**src/rtl/ksz_bus_pkg.sv**
```systemverilog
// rtl/ksz_bus_pkg.sv - shared constants and types for the KSZ8851 bus arbiter
package ksz_bus_pkg;

    // KSZ8851 access-engine state encodings as reported on its 4-bit state port
    localparam logic [3:0] ENG_ADDR0  = 4'd0;
    localparam logic [3:0] ENG_ADDR1  = 4'd1;
    localparam logic [3:0] ENG_ADDR2  = 4'd2;
    localparam logic [3:0] ENG_READ0  = 4'd3;
    localparam logic [3:0] ENG_READ1  = 4'd4;
    localparam logic [3:0] ENG_READ2  = 4'd5;
    localparam logic [3:0] ENG_WRITE0 = 4'd6;
    localparam logic [3:0] ENG_WRITE1 = 4'd7;
    localparam logic [3:0] ENG_WRITE2 = 4'd8;
    localparam logic [3:0] ENG_WAIT   = 4'd9;

    localparam int NREQ_MAX = 4;
    localparam int IDX_W    = 2;

    typedef enum logic [1:0] {
        IDLE  = 2'd0,
        ISSUE = 2'd1,
        BUSY  = 2'd2,
        DONE  = 2'd3
    } arb_state_t;

    // Index of the highest set bit of a one-hot vector (0 when empty)
    function automatic logic [IDX_W-1:0] onehot_idx(input logic [NREQ_MAX-1:0] v);
        logic [IDX_W-1:0] r;
        r = '0;
        for (int i = 0; i < NREQ_MAX; i++) begin
            if (v[i]) r = IDX_W'(i);
        end
        return r;
    endfunction

endpackage

```
**src/rtl/ksz_bus_arbiter_if.sv**
```systemverilog
// rtl/ksz_bus_arbiter_if.sv - requester and engine command bus of the KSZ8851 arbiter
//
// Requester side: req, lock, dma, req_wr, req_offset, req_length, req_wdata in;
//                 gnt, done, err, rdata out.
// Engine side:    NewCommand, WR, offset, length, writeData, Dummy_Read out;
//                 readData, state in.
// master = arbiter view, slave = sequencers plus engine view.
interface ksz_bus_arbiter_if #(
    parameter int NREQ = 3
);
    logic [NREQ-1:0]      req;
    logic [NREQ-1:0]      lock;
    logic [NREQ-1:0]      dma;
    logic [NREQ-1:0]      req_wr;
    logic [8*NREQ-1:0]    req_offset;
    logic [NREQ-1:0]      req_length;
    logic [16*NREQ-1:0]   req_wdata;
    logic [NREQ-1:0]      gnt;
    logic [NREQ-1:0]      done;
    logic [NREQ-1:0]      err;
    logic [15:0]          rdata;

    logic                 NewCommand;
    logic                 WR;
    logic [7:0]           offset;
    logic                 length;
    logic [15:0]          writeData;
    logic                 Dummy_Read;
    logic [15:0]          readData;
    logic [3:0]           state;

    modport master (
        input  req, lock, dma, req_wr, req_offset, req_length, req_wdata,
        input  readData, state,
        output gnt, done, err, rdata,
        output NewCommand, WR, offset, length, writeData, Dummy_Read
    );

    modport slave (
        output req, lock, dma, req_wr, req_offset, req_length, req_wdata,
        output readData, state,
        input  gnt, done, err, rdata,
        input  NewCommand, WR, offset, length, writeData, Dummy_Read
    );
endinterface

```
**src/rtl/ksz_bus_arbiter_rr_pick.sv**
```systemverilog
// rtl/ksz_bus_arbiter_rr_pick.sv - combinational round-robin picker
//
// Ports: req (N) requests, last (index of previous winner) in;
//        win (N, one-hot) and valid out. Search starts at last+1 and wraps.
module rr_pick
    import ksz_bus_pkg::*;
#(
    parameter int N = 3
) (
    input  logic [N-1:0]     req,
    input  logic [IDX_W-1:0] last,
    output logic [N-1:0]     win,
    output logic             valid
);

    always_comb begin
        int idx;
        win = '0;
        idx = 0;
        for (int k = 1; k <= N; k++) begin
            idx = int'(last) + k;
            if (idx >= N) idx = idx - N;
            if (win == '0 && req[IDX_W'(idx)]) win[IDX_W'(idx)] = 1'b1;
        end
    end

    assign valid = |win;

endmodule

```
**src/rtl/ksz_bus_arbiter.sv**
```systemverilog
// rtl/ksz_bus_arbiter.sv - shares the KSZ8851 register/DMA engine among sequencers
//
// Ports: clk40m, reset (async, active-high), bus (ksz_bus_arbiter_if.master).
// Parameters: NREQ (2..4 requesters), TIMEOUT (cycles per transaction, 8-bit).
// Optional macro KSZ_ARB_TIMEOUT_EN adds a per-transaction timeout that
// completes the transaction with err; without it err is tied low.
module ksz_bus_arbiter
    import ksz_bus_pkg::*;
#(
    parameter int NREQ    = 3,
    parameter int TIMEOUT = 255
) (
    input  logic              clk40m,
    input  logic              reset,
    ksz_bus_arbiter_if.master bus
);

    if (NREQ < 2 || NREQ > NREQ_MAX || TIMEOUT < 1 || TIMEOUT > 255) begin : g_bad_cfg
        $error("ksz_bus_arbiter: unsupported NREQ or TIMEOUT");
    end

    arb_state_t        st_q, st_d;
    logic [NREQ-1:0]   gnt_q, gnt_d;
    logic [NREQ-1:0]   done_q, done_d;
    logic [IDX_W-1:0]  last_q, last_d;
    logic [IDX_W-1:0]  g_q, g_d;
    logic [15:0]       rdata_q, rdata_d;
    logic              newcmd_q, newcmd_d;
    logic              wr_q, wr_d;
    logic [7:0]        offset_q, offset_d;
    logic              length_q, length_d;
    logic [15:0]       wdata_q, wdata_d;
    logic              dummy_q, dummy_d;
    logic              load;
    logic [IDX_W-1:0]  load_idx;
    logic              timed_out;

    logic [NREQ-1:0]   pick_win;
    logic              pick_valid;
    logic [IDX_W-1:0]  pick_idx;

    rr_pick #(.N(NREQ)) u_pick (
        .req   (bus.req),
        .last  (last_q),
        .win   (pick_win),
        .valid (pick_valid)
    );

    assign pick_idx = onehot_idx(NREQ_MAX'(pick_win));

`ifdef KSZ_ARB_TIMEOUT_EN
    logic [7:0]        cnt_q, cnt_d;
    logic [NREQ-1:0]   err_q, err_d;
    // err stays high through DONE, so it also marks the grant as non-renewable
    assign timed_out = |err_q;
`else
    assign timed_out = 1'b0;
`endif

    always_comb begin
        st_d     = st_q;
        gnt_d    = gnt_q;
        done_d   = '0;
        last_d   = last_q;
        g_d      = g_q;
        rdata_d  = rdata_q;
        newcmd_d = newcmd_q;
        wr_d     = wr_q;
        offset_d = offset_q;
        length_d = length_q;
        wdata_d  = wdata_q;
        load     = 1'b0;
        load_idx = g_q;
`ifdef KSZ_ARB_TIMEOUT_EN
        cnt_d    = cnt_q;
        err_d    = '0;
`endif

        case (st_q)
            IDLE: begin
                if (pick_valid) begin
                    load     = 1'b1;
                    load_idx = pick_idx;
                    gnt_d    = pick_win;
                    g_d      = pick_idx;
                    newcmd_d = 1'b1;
                    st_d     = ISSUE;
                end
            end
            ISSUE: begin
                if (bus.state != ENG_WAIT) begin
                    newcmd_d = 1'b0;
                    st_d     = BUSY;
                end
            end
            BUSY: begin
                if (bus.state == ENG_WAIT) begin
                    done_d[g_q] = 1'b1;
                    rdata_d     = wr_q ? 16'h0000 : bus.readData;
                    st_d        = DONE;
                end
            end
            DONE: begin
                if (bus.lock[g_q] && bus.req[g_q] && !timed_out) begin
                    load     = 1'b1;
                    load_idx = g_q;
                    newcmd_d = 1'b1;
                    st_d     = ISSUE;
                end else begin
                    last_d = g_q;
                    gnt_d  = '0;
                    st_d   = IDLE;
                end
            end
            default: st_d = IDLE;
        endcase

`ifdef KSZ_ARB_TIMEOUT_EN
        if (st_q == ISSUE || st_q == BUSY) begin
            if (cnt_q == 8'(TIMEOUT)) begin
                newcmd_d    = 1'b0;
                done_d      = '0;
                done_d[g_q] = 1'b1;
                err_d[g_q]  = 1'b1;
                rdata_d     = 16'h0000;
                st_d        = DONE;
            end else begin
                cnt_d = cnt_q + 8'd1;
            end
        end
        if (st_d == ISSUE && st_q != ISSUE) cnt_d = 8'd0;
`endif

        if (load) begin
            wr_d     = bus.req_wr[load_idx];
            offset_d = bus.req_offset[{load_idx, 3'b000} +: 8];
            length_d = bus.req_length[load_idx];
            wdata_d  = bus.req_wr[load_idx] ? bus.req_wdata[{load_idx, 4'b0000} +: 16] : 16'h0000;
        end

        dummy_d = (|gnt_d) & bus.dma[g_d];
    end

    always_ff @(posedge clk40m or posedge reset) begin
        if (reset) begin
            st_q     <= IDLE;
            gnt_q    <= '0;
            done_q   <= '0;
            last_q   <= IDX_W'(NREQ - 1);
            g_q      <= '0;
            rdata_q  <= '0;
            newcmd_q <= 1'b0;
            wr_q     <= 1'b0;
            offset_q <= '0;
            length_q <= 1'b0;
            wdata_q  <= '0;
            dummy_q  <= 1'b0;
`ifdef KSZ_ARB_TIMEOUT_EN
            cnt_q    <= '0;
            err_q    <= '0;
`endif
        end else begin
            st_q     <= st_d;
            gnt_q    <= gnt_d;
            done_q   <= done_d;
            last_q   <= last_d;
            g_q      <= g_d;
            rdata_q  <= rdata_d;
            newcmd_q <= newcmd_d;
            wr_q     <= wr_d;
            offset_q <= offset_d;
            length_q <= length_d;
            wdata_q  <= wdata_d;
            dummy_q  <= dummy_d;
`ifdef KSZ_ARB_TIMEOUT_EN
            cnt_q    <= cnt_d;
            err_q    <= err_d;
`endif
        end
    end

    assign bus.gnt        = gnt_q;
    assign bus.done       = done_q;
    assign bus.rdata      = rdata_q;
    assign bus.NewCommand = newcmd_q;
    assign bus.WR         = wr_q;
    assign bus.offset     = offset_q;
    assign bus.length     = length_q;
    assign bus.writeData  = wdata_q;
    assign bus.Dummy_Read = dummy_q;
`ifdef KSZ_ARB_TIMEOUT_EN
    assign bus.err        = err_q;
`else
    assign bus.err        = '0;
`endif

endmodule

```
**src/flat_wrapper.sv**
```systemverilog
// flat-port wrapper written by rule: the top's interface ports become plain ports
module ksz_bus_arbiter_flat import ksz_bus_pkg::*;
#(
    parameter int NREQ    = 3,
    parameter int TIMEOUT = 255
)
  (clk40m, reset, bus_req, bus_lock, bus_dma, bus_req_wr, bus_req_offset, bus_req_length, bus_req_wdata, bus_readData, bus_state, bus_gnt, bus_done, bus_err, bus_rdata, bus_NewCommand, bus_WR, bus_offset, bus_length, bus_writeData, bus_Dummy_Read);
  ksz_bus_arbiter_if #(.NREQ(NREQ)) bus_i ();
  input  logic clk40m;
  input  logic reset;
  input wire logic [$bits(bus_i.req)-1:0] bus_req;
  input wire logic [$bits(bus_i.lock)-1:0] bus_lock;
  input wire logic [$bits(bus_i.dma)-1:0] bus_dma;
  input wire logic [$bits(bus_i.req_wr)-1:0] bus_req_wr;
  input wire logic [$bits(bus_i.req_offset)-1:0] bus_req_offset;
  input wire logic [$bits(bus_i.req_length)-1:0] bus_req_length;
  input wire logic [$bits(bus_i.req_wdata)-1:0] bus_req_wdata;
  input wire logic [$bits(bus_i.readData)-1:0] bus_readData;
  input wire logic [$bits(bus_i.state)-1:0] bus_state;
  output wire logic [$bits(bus_i.gnt)-1:0] bus_gnt;
  output wire logic [$bits(bus_i.done)-1:0] bus_done;
  output wire logic [$bits(bus_i.err)-1:0] bus_err;
  output wire logic [$bits(bus_i.rdata)-1:0] bus_rdata;
  output wire logic [$bits(bus_i.NewCommand)-1:0] bus_NewCommand;
  output wire logic [$bits(bus_i.WR)-1:0] bus_WR;
  output wire logic [$bits(bus_i.offset)-1:0] bus_offset;
  output wire logic [$bits(bus_i.length)-1:0] bus_length;
  output wire logic [$bits(bus_i.writeData)-1:0] bus_writeData;
  output wire logic [$bits(bus_i.Dummy_Read)-1:0] bus_Dummy_Read;
  assign bus_i.req = bus_req;
  assign bus_i.lock = bus_lock;
  assign bus_i.dma = bus_dma;
  assign bus_i.req_wr = bus_req_wr;
  assign bus_i.req_offset = bus_req_offset;
  assign bus_i.req_length = bus_req_length;
  assign bus_i.req_wdata = bus_req_wdata;
  assign bus_i.readData = bus_readData;
  assign bus_i.state = bus_state;
  assign bus_gnt = bus_i.gnt;
  assign bus_done = bus_i.done;
  assign bus_err = bus_i.err;
  assign bus_rdata = bus_i.rdata;
  assign bus_NewCommand = bus_i.NewCommand;
  assign bus_WR = bus_i.WR;
  assign bus_offset = bus_i.offset;
  assign bus_length = bus_i.length;
  assign bus_writeData = bus_i.writeData;
  assign bus_Dummy_Read = bus_i.Dummy_Read;
  ksz_bus_arbiter #(.NREQ(NREQ), .TIMEOUT(TIMEOUT)) u_core (.clk40m(clk40m), .reset(reset), .bus(bus_i));
endmodule
```
**config.mk**
```make
export PLATFORM = sky130hd
export DESIGN_NAME = ksz_bus_arbiter_flat
export DESIGN_NICKNAME = d
export VERILOG_FILES = /design/src/rtl/ksz_bus_pkg.sv /design/src/rtl/ksz_bus_arbiter_if.sv /design/src/rtl/ksz_bus_arbiter_rr_pick.sv /design/src/rtl/ksz_bus_arbiter.sv /design/src/flat_wrapper.sv
export SDC_FILE = /design/constraint.sdc
export NUM_CORES = 1
export LEC_CHECK = 0
export CORE_UTILIZATION = 40
export DETAILED_ROUTE_END_ITERATION = 8
export GPL_TIMING_DRIVEN = 0
export PLACE_DENSITY = 0.79
export REMOVE_ABC_BUFFERS = 1
export SYNTH_ARGS = -nofsm -noshare
export SYNTH_HDL_FRONTEND = slang
export SYNTH_SLANG_ARGS = --single-unit
```
**constraint.sdc**
```tcl
create_clock -name clk40m -period 4.4 [get_ports clk40m]
set_clock_uncertainty 0.15 [all_clocks]
set_input_delay 0.88 -clock clk40m [delete_from_list [all_inputs] [get_ports clk40m]]
set_output_delay 0.88 -clock clk40m [all_outputs]
set_load 0.05 [all_outputs]
```
* Word-level counts from Yosys, hierarchy flattened *
Index checks and enable logic that the tools add are counted.

storage, ports and cells
  register bits after elaboration = 56
  output and inout bits = 53
  bits of input ports = 109
  word-level logic and storage cells = 118

operators by class
  multiplexer cells = 56
  shifts and indexed selects = 2
  reduce and logical (&&, ||, !) cells = 17
  add/sub/neg operators = 6
  bitwise gates (word level) = 4
  $lt $le $gt $ge = 12
  equality and inequality tests = 9

operators by type and width
  cell                                                                                  count
  48-bit by 7-bit variable part select with 16-bit output                               1
  16-bit two-way mux                                                                    2
  24-bit by 6-bit variable part select with 8-bit output                                1
  1-bit two-way mux                                                                     22
  3-bit two-way mux                                                                     7
  2-bit two-way mux                                                                     9
  1-bit binary-select mux with 2-bit select                                             8
  2-bit by 4-bit less-than comparator with 1-bit output (second input constant)         3
  3-bit by 2-bit greater-or-equal comparator with 1-bit output (second input constant)  3
  1-bit demux with 2-bit select                                                         4
  2-bit by 1-bit greater-or-equal comparator with 1-bit output (second input constant)  4
  2-bit by 1-bit inequality test with 1-bit output (second input constant)              4
  2-bit one-hot mux with 4 select lines                                                 1
  1-bit logical AND                                                                     7
  2-bit by 2-bit adder with 3-bit output (second input constant)                        2
  3-bit logical NOT                                                                     2
  2-bit by 3-bit less-than comparator with 1-bit output (second input constant)         2
  3-bit OR                                                                              2
  3-bit one-hot mux with 2 select lines                                                 1
  3-bit OR reduction                                                                    2
  2-bit subtractor (second input constant)                                              3
  2-bit equality test (second input constant)                                           2
  4-bit equality test (second input constant)                                           1
  4-bit inequality test (second input constant)                                         1
  other kinds (11)                                                                      12

* Longest topological paths before layout *
Gate-level depths: netlist of the first run.

  word-level depth = 21
  depth in mapped cells = 12
  gate-level depth less buffers = 9

* Cells and area by module *
From an unflattened synthesis of the first run, not the netlist that was laid out.

unflattened totals
  cells, all modules = 321
  area, all modules = 3,268.1 sq um

modules (own cells, without submodules)
  module           area an instance (sq um)  sequential area each (sq um)  cells an instance  times used
  ksz_bus_arbiter  3,014.1                   1,402.6                       290                1
  rr_pick          254.0                     0.0                           31                 1

* Least setup slack after synthesis of the first run *
OpenSTA, ideal clock, no wires.

  path kind = reg-to-reg
  from = register u_core.last_q[1]
  to = register u_core.wdata_q[0] (netlist: u_core.bus.writeData[0])
  cell stages (with the launch flop) = 12
  path buffers = 2
  arrival = 2.820 ns
  slack = 1.294 ns
  path through = dfstp_2 > inv_1 > ha_1 > buf_4 > mux2_4 > o2111a_1 > nand4b_4 > o21ai_2 > mux2_2 > mux2i_4 > buf_6 > o31ai_2

on the way
  cells in the longest elaborated chain, start to end = 21

RTL lines
  element                                                                                                                                                      RTL line                       RTL
  start, declared                                                                                                                                              ksz_bus_arbiter.sv:25          logic [IDX_W-1:0] last_q, last_d;
  start signal, assigned                                                                                                                                       ksz_bus_arbiter.sv:149         last_q <= IDX_W'(NREQ - 1);
  start signal, assigned                                                                                                                                       ksz_bus_arbiter.sv:166         last_q <= last_d;
  2-bit by 1-bit adder with 3-bit output                                                                                                                       ksz_bus_arbiter_rr_pick.sv:21  idx = int'(last) + k;
  3-bit by 2-bit greater-or-equal comparator with 1-bit output or 2-bit subtractor (tied branches)                                                             ksz_bus_arbiter_rr_pick.sv:22  if (idx >= N) idx = idx - N;
  2-bit two-way mux                                                                                                                                            ksz_bus_arbiter_rr_pick.sv:22
  2-bit by 4-bit less-than comparator with 1-bit output (implied by the code) or 2-bit by 1-bit greater-or-equal comparator with 1-bit output (tied branches)  ksz_bus_arbiter_rr_pick.sv:23  if (win == '0 && req[IDX_W'(idx)]) win[IDX_W'(idx)] = 1'b1;
  1-bit logical AND (implied by the code)                                                                                                                      ksz_bus_arbiter_rr_pick.sv:23
  1-bit two-way mux (implied by the code)                                                                                                                      ksz_bus_arbiter_rr_pick.sv:23
  1-bit demux with 2-bit select                                                                                                                                ksz_bus_arbiter_rr_pick.sv:23
  3-bit two-way mux                                                                                                                                            ksz_bus_arbiter_rr_pick.sv:23
  3-bit logical NOT                                                                                                                                            ksz_bus_arbiter_rr_pick.sv:23
  1-bit logical AND                                                                                                                                            ksz_bus_arbiter_rr_pick.sv:23
  3-bit two-way mux                                                                                                                                            ksz_bus_arbiter_rr_pick.sv:23
  3-bit logical NOT                                                                                                                                            ksz_bus_arbiter_rr_pick.sv:23
  1-bit logical AND                                                                                                                                            ksz_bus_arbiter_rr_pick.sv:23
  3-bit two-way mux *                                                                                                                                          ksz_bus_arbiter_rr_pick.sv:23
  branches (longest 7 deep; another with 48-bit by 7-bit variable part select with 16-bit output)                                                              -
  end signal, assigned                                                                                                                                         ksz_bus_arbiter.sv:173         wdata_q <= wdata_d;
  end, declared                                                                                                                                                ksz_bus_arbiter.sv:32          logic [15:0] wdata_q, wdata_d;

Mark *: on every way between the ends. The select of a mux whose other input is x is not followed.
A chain may end at the register's enable or synchronous reset.

* Worst setup path in the final report of the first run *
  from = register u_core.last_q[1]
  to = register u_core.wdata_q[9] (netlist: u_core.bus.writeData[9])

The elaborated chain is that of the path after synthesis.

==> impl_summary.md, run 1 <==
Timing
Headroom to the max-slew limit came out at 18.35%. Subtracting the final worst setup slack from the clock period gives 4.176 ns. The upper clock frequency limit is 0.2395 GHz. The count of final max-slew check failures is 0. After layout, the worst path uses 94.91% of the clock period. The worst-margin pin slew is 1.225 ns.

Setup repair after global routing left no endpoint under its margin. The hold violation total from the final report is 0. Setup violations remaining at the end of the flow were counted as 0. For the final routed database, the setup TNS stands at 0 ns.

Synth
The register bit total from synthesis is 56. Of all flip-flops after synthesis, the portion carrying an async set or reset was 100.0%. Synthesis produced 330 cells. Sequential elements use 42.14% of the synthesized area.

The cell area after technology mapping is 3328 um^2. The Yosys step of the flow raised 0 warnings. The mean post-synth cell area is 10.09 um^2.

After synthesis, the netlist uses 50 different library cells. The flip-flop cell with the highest count after synthesis is sky130_fd_sc_hd__dfrtp_1. The number of synthesized flops with an enable pin is 0.

GRT
The first global-routing pass estimated 13.52 mm of wire. The routing usage on met1 is 23.42%. Global routing used 5.122% of the available met3 tracks. Global routing used 19.65% of the available tracks across all layers. After global routing the overflow that remains totals 0. The via count of the first global-routing pass is 2836. The initial antenna violation count is 0.

The met2 track utilization from global routing is 35.29%. The largest net degree at the start of global routing is 53. In this run the most used layer during global routing was met2.

Floorplan
The initial utilization of the core area, before any placement, comes to 42.20%. From bottom edge to top edge, the die measures 93.22 um. The overall die width is 93.22 um. After floorplanning, the core was sized to cover 7888 um^2. The placement row count is 32. The floorplan die area is 8689 um^2. During I/O placement, the number of pins put on the boundary was 162.

Worst setup path
The signal on the critical path passes through inv_1 > ha_1 > mux2_4 > o2111a_1 > nand4b_4 > o21ai_4 > buf_16 > mux2_2 > mux2i_4 > o31ai_1. The startpoint type of the worst setup path is a flop. The classification of the worst setup path is flop to flop.

For the worst setup path, the data arrival time is 4.19 ns. In this run the worst path has a maximum fanout of 20. On the critical path, the stage with the largest delay is an instance of sky130_fd_sc_hd__mux2i_4.

The critical path capture point type is a flop. The required arrival time at the worst endpoint is 4.41 ns. For this run, the slowest stage of the critical path takes 0.59 ns.

CTS
At the later pin of the worst-skew pair, clock insertion delay measures 0.31 ns. The TritonCTS clock tree is built. The number of buffers added for setup after CTS is 0.

After clock tree synthesis, the repair step resized 0 gates. Counting the buffers created by CTS gives 5. The maximum buffer depth of the clock tree is 2. The quantity of hold-fixing buffers added after cts is 0. The clock sink count is 56. The H-tree was split into 2 levels. After clock tree synthesis, the clock-pin slew on the worst setup and hold paths is 0.11 ns. The root buffer cell chosen for the clock tree is sky130_fd_sc_hd__clkbuf_8.

Outcome
The flow ran to the end, and the final reports show no timing, DRC or antenna violations.

Power
The sequential share of power is 21.7%. The clock share of power is 8.1%. The leakage power total is 2.161 nW. The net load switching power is 1.851 mW. VDD sags by at most 0.4074 mV.

In this run switching power makes up 50.04% of total power. In this run, the combinational gates consume 70.2% of the power. The power per cell area is 732.2 nW/um^2. The total internal power is 1.848 mW.

Final layout
The post-route netlist has 7.368% of its cells at a drive strength greater than 1. Cells fill 64.04% of the core in the end. The fill cell instance count of the final layout is 646. The sequential cells in the finished layout cover a total of 1403 um^2.

The number of diodes is 0. The total number of nets in the final design is 594. The area used by multi-input combinational logic is 1762 um^2. The final cell count without fillers is 577. The area added between synthesis and finish is 51.77%.

Detailed routing
Using the TritonRoute via totals, the vias-per-cell ratio works out to 5.147. Once detail routing completed, the nets flagged for antenna violations numbered 0. The total detailed-routing wirelength is 8.421 mm. The via total after detailed routing is 2970. In this run, the number of DRC markers left after iteration 0 of detailed routing was 71. For this run, the detailed router's first-pass iteration total came to 4. The final routed wire length divided by cell count is 14.59 um. In the routed design, unresolved DRC markers number 0.

Min path
The classification of the worst-slack hold path is flop to flop.

Placed design
The cell count after placement is 569. During placement, the flow inserted port buffers numbering 158. The congestion estimate from routability-driven global placement came to 0.8313. Detailed placement finished with a half-perimeter wire length of 6.469 mm.

Run
The tool flagged a number of max-cap violations equal to 0.
==> power groups by stage <==
stage	Sequential (mW)	Combinational (mW)	Clock, mW
CTS	0.803	2.61	0.305
detailed placement	0.813	2.61	0
global route	0.825	2.79	0.326
floorplan	1.25	1.41	0
global placement	0.805	2.51	0
finish	0.802	2.60	0.298
==> metal layers <==
layer  part of all wire (%)  vias to the layer above  routed length, um
met5                      0                        -                  0
met4                    1.0                        0                 84
li1                       -                     1472                  -
met3                    7.4                        8                625
met1                     40                     1370               3393
met2                     51                      120               4317
==> final timing paths <==
path	from	endpoint	slack [ns]	cells after the start
max	u_core.last_q[1]	u_core.bus.writeData[9]	0.22	10
min	u_core.bus.offset[3]	u_core.bus.offset[3]	0.34	2
max reg2reg	u_core.last_q[1]	u_core.bus.writeData[9]	0.22	10
min reg2reg	u_core.bus.offset[3]	u_core.bus.offset[3]	0.34	2
max in group asynchronous	reset	u_core.bus.Dummy_Read	2.87	3
min in group asynchronous	reset	u_core.bus.done[1]	0.69	2
==> cell usage after synthesis (3+ instances only) <==
master	number	area (um^2)
sky130_fd_sc_hd__buf_2	3	15.01
sky130_fd_sc_hd__nand3_1	5	25.02
sky130_fd_sc_hd__nand2_1	54	202.7
sky130_fd_sc_hd__a2bb2oi_1	25	219.0
sky130_fd_sc_hd__dfrtp_1	55	1376
sky130_fd_sc_hd__ha_1	11	137.6
sky130_fd_sc_hd__a21o_1	3	22.52
sky130_fd_sc_hd__mux2i_1	28	280.3
sky130_fd_sc_hd__buf_6	4	45.04
sky130_fd_sc_hd__nor2_1	4	15.01
sky130_fd_sc_hd__clkbuf_1	11	41.29
sky130_fd_sc_hd__o21ai_0	33	165.2
sky130_fd_sc_hd__o31ai_2	9	112.6
sky130_fd_sc_hd__nand2b_1	16	100.1
sky130_fd_sc_hd__a21oi_1	4	20.02
sky130_fd_sc_hd__buf_4	5	37.54
sky130_fd_sc_hd__inv_1	9	33.78
sky130_fd_sc_hd__o31ai_1	8	60.06
sky130_fd_sc_hd__o211ai_1	4	30.03
==> final cells by class <==
cell class / instances / area share, %
clock inverters: 3 / 0.5450
flip-flops and latches: 56 / 27.77
repair buffers: 160 / 32.25
inverters: 9 / 0.6688
well taps: 102 / 2.527
clock buffers: 5 / 1.362
multi-input cells: 242 / 34.88
==> per-stage QoR <==
stage,setup slack (ns),cell area (um^2),power (mW),hold WS (ns)
final,0.2240,5051,3.699,0.3369
after global routing,0.06236,5051,3.938,0.3535
after CTS,0.2223,5051,3.722,0.3395
after detailed placement,-0.04127,4955,3.423,0.3150
after global placement,-0.7801,4898,3.310,0.3083
after floorplan,0.1077,3189,2.659,0.3704
==> kinds of logic after synthesis <==
family          after synthesis  synth area share [%]
compound gates              102                 23.46
fa+ha+maj                    11                 4.135
buf+inv                      34                 5.413
flops                        56                 42.14
mux                          33                 10.68
other cells                   1                0.1127
simple gates                 93                 14.06
==> sequential cells by signal (all words and copies together), names as in the netlist <==
name / flops
u_core.bus.rdata: 16
u_core.bus.NewCommand: 1
u_core.bus.writeData: 16
u_core.bus.gnt: 3
u_core.bus.length: 1
u_core.st_q: 2
u_core.bus.WR: 1
u_core.last_q: 2
u_core.bus.Dummy_Read: 1
u_core.bus.done: 3
u_core.bus.offset: 8
u_core.g_q: 2
==> cell usage in the layout, fill, tap and decap left out, types with 9 or more instances in the layout <==
cell,instances
sky130_fd_sc_hd__a2bb2oi_1,25
sky130_fd_sc_hd__clkdlybuf4s50_1,158
sky130_fd_sc_hd__dfrtp_1,55
sky130_fd_sc_hd__ha_1,11
sky130_fd_sc_hd__mux2i_1,28
sky130_fd_sc_hd__nand2_1,54
sky130_fd_sc_hd__nand2b_1,16
sky130_fd_sc_hd__o21ai_0,33
sky130_fd_sc_hd__o31ai_2,9
==> worst max-delay path: cells and delay by family (launching register included) <==
family | cells | cell delay (ns)
buffers and inverters | 2 | 0.33
AOI/OAI and AO/OA | 3 | 0.92
DFF | 1 | 0.56
muxes | 3 | 1.30
adders and majority gates | 1 | 0.51
and+or+nand+nor | 1 | 0.22
Note: power is estimated with default switching activity, not from simulation.
==> run 2: changes to the inputs <==
- ABC_AREA: not set -> 1
- PLACE_DENSITY: 0.79 -> 0.77
==> run 2 against run 1 <==
  * The run now ends with design-rule violations left
  * Cell area rose by 5.6%
  * Setup slack improved by 0.29 ns
  * Hold slack got worse by 0.0056 ns
  * Via count rose by 25%
  * Critical path type unchanged
  * Synthesized area rose by 9.8%
  * Register-to-register slack improved by 0.29 ns
==> impl_summary.md, run 2 <==
CTS
The clock root buffer is sky130_fd_sc_hd__clkbuf_8. The number of buffers inserted during clock tree synthesis is 5. Buffers added to address setup during post-CTS repair amount to 0. The quantity of hold-fixing buffers added after cts is 0.

The maximum buffer depth of the clock tree is 2. After clock tree synthesis, the clock-pin slew on the worst setup and hold paths is 0.09 ns. TritonCTS built the clock tree.

The clock sink count is 56. The clock latency reported for the late side of the worst-skew pair is 0.30 ns. In this run the number of H-tree levels came out at 2. Once the clock tree was built, the resizer swapped 0 gates to a different size.

Detailed routing
The pre-antenna-repair detailed-routing pass consisted of 7 iterations. The DRC violation count after routing is 18. The via total after detailed routing is 3713. Once detail routing completed, the nets flagged for antenna violations numbered 0. The DRC violation total after the first TritonRoute iteration is 118. The final routed wire length divided by cell count is 13.17 um. The ratio of routed vias to standard cells is 4.957.

The total detailed-routing wirelength is 9.862 mm.

Synth
The synthesized design devotes to its leading area cell type 37.65% of total area. The count of mapped cells out of synthesis is 499. Ranked by total cell area, the synthesized netlist is headed by sky130_fd_sc_hd__dfrtp_1, sky130_fd_sc_hd__nand2_1, sky130_fd_sc_hd__nand3_1. The sequential fraction of the synthesis area is 38.36%. Of all flip-flops after synthesis, the portion carrying an async set or reset was 100.0%.

Averaged over all synthesized cells, the footprint is 7.327 um^2. Ranked by instance count, the synthesized netlist is headed by sky130_fd_sc_hd__nand2_1, sky130_fd_sc_hd__nand3_1, sky130_fd_sc_hd__dfrtp_1, sky130_fd_sc_hd__inv_1, sky130_fd_sc_hd__o21ai_0. For this run, the leading register cell type out of synthesis is sky130_fd_sc_hd__dfrtp_1. The register bit total from synthesis is 56. Counting flops with a built-in enable in the synthesized netlist gives 0. The most instantiated library cell after synthesis is sky130_fd_sc_hd__nand2_1. The cell area that synthesis handed to floorplanning was 3656 um^2. sky130_fd_sc_hd__dfrtp_1 takes more of the synthesized area than any other cell.

The Yosys step of the flow raised 0 warnings. The number of distinct library cell variants in the gate-level netlist after synthesis is 33.

Timing
Setup violations remaining at the end of the flow were counted as 0. Setup repair after global routing left no endpoint under its margin. The count of final max-slew check failures is 0.

The worst-margin pin slew is 1.013 ns. The remaining max-slew budget at the tightest pin is 32.31%. The setup slack of the critical path after layout is 0.5103 ns. After layout, the minimum clock period comes to 3.890 ns.

The hold violation total from the final report came to 0. For the final routed database, the setup TNS stands at 0 ns. The period utilization is 88.40%. The upper clock frequency limit is 0.2571 GHz.

Placed design
During placement, the flow inserted port buffers numbering 158. At the placement stage, the worst setup path has a slack of 0.2097 ns. At the end of routability-driven placement, the weighted congestion stood at 0.8240.

After legalization and detailed placement, the total HPWL measured 7.237 mm.

GRT
Entering global routing, the biggest net connects 39 pins. The overall track demand over capacity in global routing is 21.10%. The met3 demand-to-capacity share in global routing is 4.460%. The first global-routing pass estimated 16.45 mm of wire. Global routing finished with a remaining overflow of 0.

The global-route layer with the greatest usage is met2. The initial antenna violation count was 0. The via count of the first global-routing pass is 3594. The met2 track utilization from global routing is 37.42%. For met1 alone, demand over resource in global routing was 25.52%.

Floorplan
For this design the top-level I/O count stands at 162. From bottom edge to top edge, the die measures 97.61 um. The initial standard-cell utilization of the core is 41.52%. The placement row count is 34. The overall die width is 97.61 um. The core footprint is 8806 um^2. The floorplan die area is 9527 um^2.

Final layout
Leaving out fill and tap cells, the most frequent cells in the layout are sky130_fd_sc_hd__nand2_1, sky130_fd_sc_hd__clkdlybuf4s50_1, sky130_fd_sc_hd__nand3_1. The library cell used most frequently in the layout, excluding fill and tap cells, is sky130_fd_sc_hd__nand2_1. The area growth from synthesis to layout is 45.93%.

Counting the fill cells in the layout gives 781. For this run, the post-layout net count is 760. In the final layout, the share of cells above drive strength 1 is 6.708%. The repair_antennas step left the layout with diodes totalling 0.

Power
The power per cell area is 801.6 nW/um^2. Across the VDD grid, the largest voltage drop is 0.3558 mV. The design draws 4.277 mW. The leakage power total is 2.565 nW.

Worst setup path
The required arrival time at the worst endpoint is 4.49 ns. The startpoint type of the worst setup path is a flop. For flop-to-flop paths, the worst setup slack is 0.51 ns. The critical path capture point type is a flop. At the worst endpoint, the arrival time is 3.98 ns. The critical path is of the flop to flop type. In this run the worst path has a maximum fanout of 38.

Min path
The classification of the worst-slack hold path is flop to flop.

Outcome
The run finished, with violations left. The checks that failed: design-rule violations.

Run
Max-cap violations in this run came to 0.
-- run 2: cell count changes in the layout (fill, tap and decap cells not counted), moves of 25 or more --
cell                        delta
sky130_fd_sc_hd__nand3_1      +60
sky130_fd_sc_hd__inv_1        +38
sky130_fd_sc_hd__a2bb2oi_1    -25
sky130_fd_sc_hd__mux2i_1      -28
sky130_fd_sc_hd__nand2_1     +133
-- run 2: power breakdown --
part | switching, mW | internal (mW) | total, mW
sequential | 0.150 | 0.744 | 0.894
clock | 0.160 | 0.169 | 0.328
combinational | 2.10 | 0.955 | 3.05
-- run 2: final cells by class --
type	instances	area [um^2]	share of cell area (%)
sequential	56	1403	26.29
timing repair buffer	159	1602	30.02
tap	108	135.1	2.533
multi-input combinational	364	1877	35.18
inverter	54	207.7	3.893
clock inverter	3	42.54	0.7974
clock buffer	5	68.82	1.290
-- run 2: worst paths after layout --
check / start / endpoint / cells after the start
max: u_core.last_q[1] / u_core.bus.writeData[13] / 18
min: u_core.bus.offset[0] / u_core.bus.offset[0] / 2
max reg2reg: u_core.last_q[1] / u_core.bus.writeData[13] / 18
min reg2reg: u_core.bus.offset[0] / u_core.bus.offset[0] / 2
max in group asynchronous: reset / u_core.last_q[1] / 3
min in group asynchronous: reset / u_core.bus.rdata[14] / 2
-- run 2: per-stage QoR --
step	hold slack [ns]	std cells	util (%)	instance area [um^2]
2_1_floorplan	0.3366	474	-	3487
3_3_place_gp	0.3107	740	59.09	5204
3_5_place_dp	0.3144	741	59.32	5224
4_1_cts	0.3394	749	60.59	5335
5_1_grt	0.3672	749	60.59	5335
6_report	0.3314	749	60.59	5335
-- run 2: per-layer routing --
metal	routed length [um]	vias up
met4	191	0
met3	727	18
met1	4094	1673
li1	-	1871
met2	4848	151
met5	0	-
-- run 2: cells by family after synthesis --
logic type	after synthesis	share of synthesized area [%]
AND/OR/NAND/NOR	306	39.42
adder cells (fa/ha/maj)	11	3.764
AO/OA/AOI/OAI	44	7.837
other	1	0.1026
flip-flops	56	38.36
buffers and inverters	81	10.51
-- run 2: worst max-delay path: stages, from the launching register on --
cell and delay, ns:
sky130_fd_sc_hd__dfstp_2 0.57, sky130_fd_sc_hd__inv_1 0.09, sky130_fd_sc_hd__ha_1 0.50, sky130_fd_sc_hd__inv_6 0.07, sky130_fd_sc_hd__nand2_1 0.08, sky130_fd_sc_hd__nand3_1 0.08
sky130_fd_sc_hd__nand3_1 0.14, sky130_fd_sc_hd__inv_1 0.05, sky130_fd_sc_hd__nand3_1 0.07, sky130_fd_sc_hd__nand2_1 0.08, sky130_fd_sc_hd__inv_1 0.07, sky130_fd_sc_hd__nand2_2 0.06
sky130_fd_sc_hd__nand2_4 0.20, sky130_fd_sc_hd__nand2_4 0.30, sky130_fd_sc_hd__inv_2 0.53, sky130_fd_sc_hd__nand3_1 0.21, sky130_fd_sc_hd__nand2_4 0.32, sky130_fd_sc_hd__nand3_1 0.13
sky130_fd_sc_hd__nand2_1 0.10
==> edit: new RTL, flow settings as in run 1 <==
The option `KSZ_ARB_TIMEOUT_EN` is turned on by a define.
--- a/src/rtl/ksz_bus_arbiter.sv
+++ b/src/rtl/ksz_bus_arbiter.sv
@@ -6,2 +6,4 @@
 // completes the transaction with err; without it err is tied low.
+`define KSZ_ARB_TIMEOUT_EN
+
 module ksz_bus_arbiter
Behaviour: no difference found for any inputs over 10 cycles, from zero or initial values and one cycle with reset high; that may be too few to reach the edited logic, so the function may still have changed.
==> edit against run 1 <==
- non-clock buffer count grew 2
- sequential power grew 28%
- area after synthesis grew 27%
- final area grew 21%
- total power grew 35%
- sequential cell count grew 11
- register-to-register slack gained 0.20 ns
- setup slack gained 0.040 ns
- clock power grew 96%
- routed wire length grew 35%
- via count grew 34%
- largest power group unchanged
- highest routed layer unchanged
==> edit: results (changes against run 1) <==
[pwr]
p_leak_nw=2.51  ; +16%
p_int_mw=2.40  ; +30%

[clock_network]
cts_max_level=3  ; +1
clock_latency_ns=0.35  ; +0.04 ns
cts_buffers=9  ; +4

[worst_setup_path]
crit_arrival_ns=4.18  ; about the same
crit_slowest_cell=a21o_1
crit_family=compound AO/OA/AOI/OAI gates
rr_endpoint=u_core.bus.writeData[8]
critPathMaxFanout=22  ; +10%

[sta]
slew_headroom_pct=10.8  ; -7.6 points

[placement]
postPlaceCellArea_mm2=0.00588  ; +19%
post-dp-hpwl_mm=8.41  ; +30%
dp_slack_ns=-0.665  ; -0.624 ns
routabilityCongestion=0.840  ; +1.0%

[min_path]
hold_start=u_core.bus.rdata[10]
hold_end=u_core.bus.rdata[10]

[routing]
vias=3978  ; +34%
wl_per_cell_um=15.8  ; +8.0%
drt_iter0_markers=215  ; +200%

[global_routing]
grt_max_degree=39  ; -26%
grt_pass1_wl_mm=18.6  ; +38%

[final_layout]
final_net_count=705  ; +19%
final_layout_size_suffix_gt1_share_pct=9.86  ; +2.5 points

[logic_synthesis]
synth_area_leaders=dfrtp_1 (39%), a22o_4 (4.1%), nor2_1 (3.9%)
synth_commonest_cells=dfrtp_1 (66), nor2_1 (44), nand3_1 (30), a21oi_1 (25)
yosysSeqAreaShare_pct=39.6  ; -2.5 points

[run_status]
status=completed

[edit: cell type report]
class	count	area [um^2]	share of cell area, %
clock buffers	9	124	2.02
clock inverters	7	100	1.64
inverters	17	65.1	1.06
multi-input cells	326	2350	38.4
flip-flops and latches	67	1680	27.4
well taps	136	170	2.78
repair buffers	162	1630	26.7
[edit: how the worst max path moves through the flow]
| stage | end | from | slack [ns] |
|---|---|---|---|
| final | u_core.bus.writeData[8] | bus_req[2] | 0.26 |
| after global routing | u_core.bus.writeData[8] | bus_req[2] | 0.07 |
| after detailed placement | u_core.bus.writeData[8] | bus_req[2] | -0.67 |
| after CTS | u_core.bus.writeData[8] | bus_req[2] | 0.05 |
| after global placement | u_core.bus.WR | bus_req[2] | -0.59 |
| after floorplan | u_core.bus.WR | u_core.last_q[1] | 0.65 |
[edit: routing by layer]
layer	part of all wire, %	routed length, um	up-vias	track usage, %
met5	0	0	-	0
met4	2.1	236	0	7.24
met3	8.4	956	25	6.49
met2	49	5620	166	37.3
met1	40	4600	1878	23.8
li1	-	-	1909	-
[edit: power groups by stage]
stage          Sequential (mW)  Combinational [mW]  Clock (mW)
2_1_floorplan             1.58                1.88           0
3_3_place_gp              1.04                3.27           0
3_5_place_dp              1.05                3.37           0
4_1_cts                   1.04                3.38       0.594
5_1_grt                   1.07                3.67       0.618
6_report                  1.03                3.39       0.585
[edit: logic make-up after synthesis]
| logic type | count (synthesis) | share of synthesized area (%) |
|---|---|---|
| mux | 5 | 1.42 |
| flops | 67 | 39.6 |
| simple gates | 147 | 18.1 |
| fa+ha+maj | 13 | 3.84 |
| xor+xnor | 7 | 1.45 |
| compound gates | 154 | 30.4 |
| buf+inv | 51 | 5.14 |
[edit: what timing repair did]
action	CTS	global route
endpoints found under the setup margin	17	17
cloned	0	0
gates resized for setup	1	1
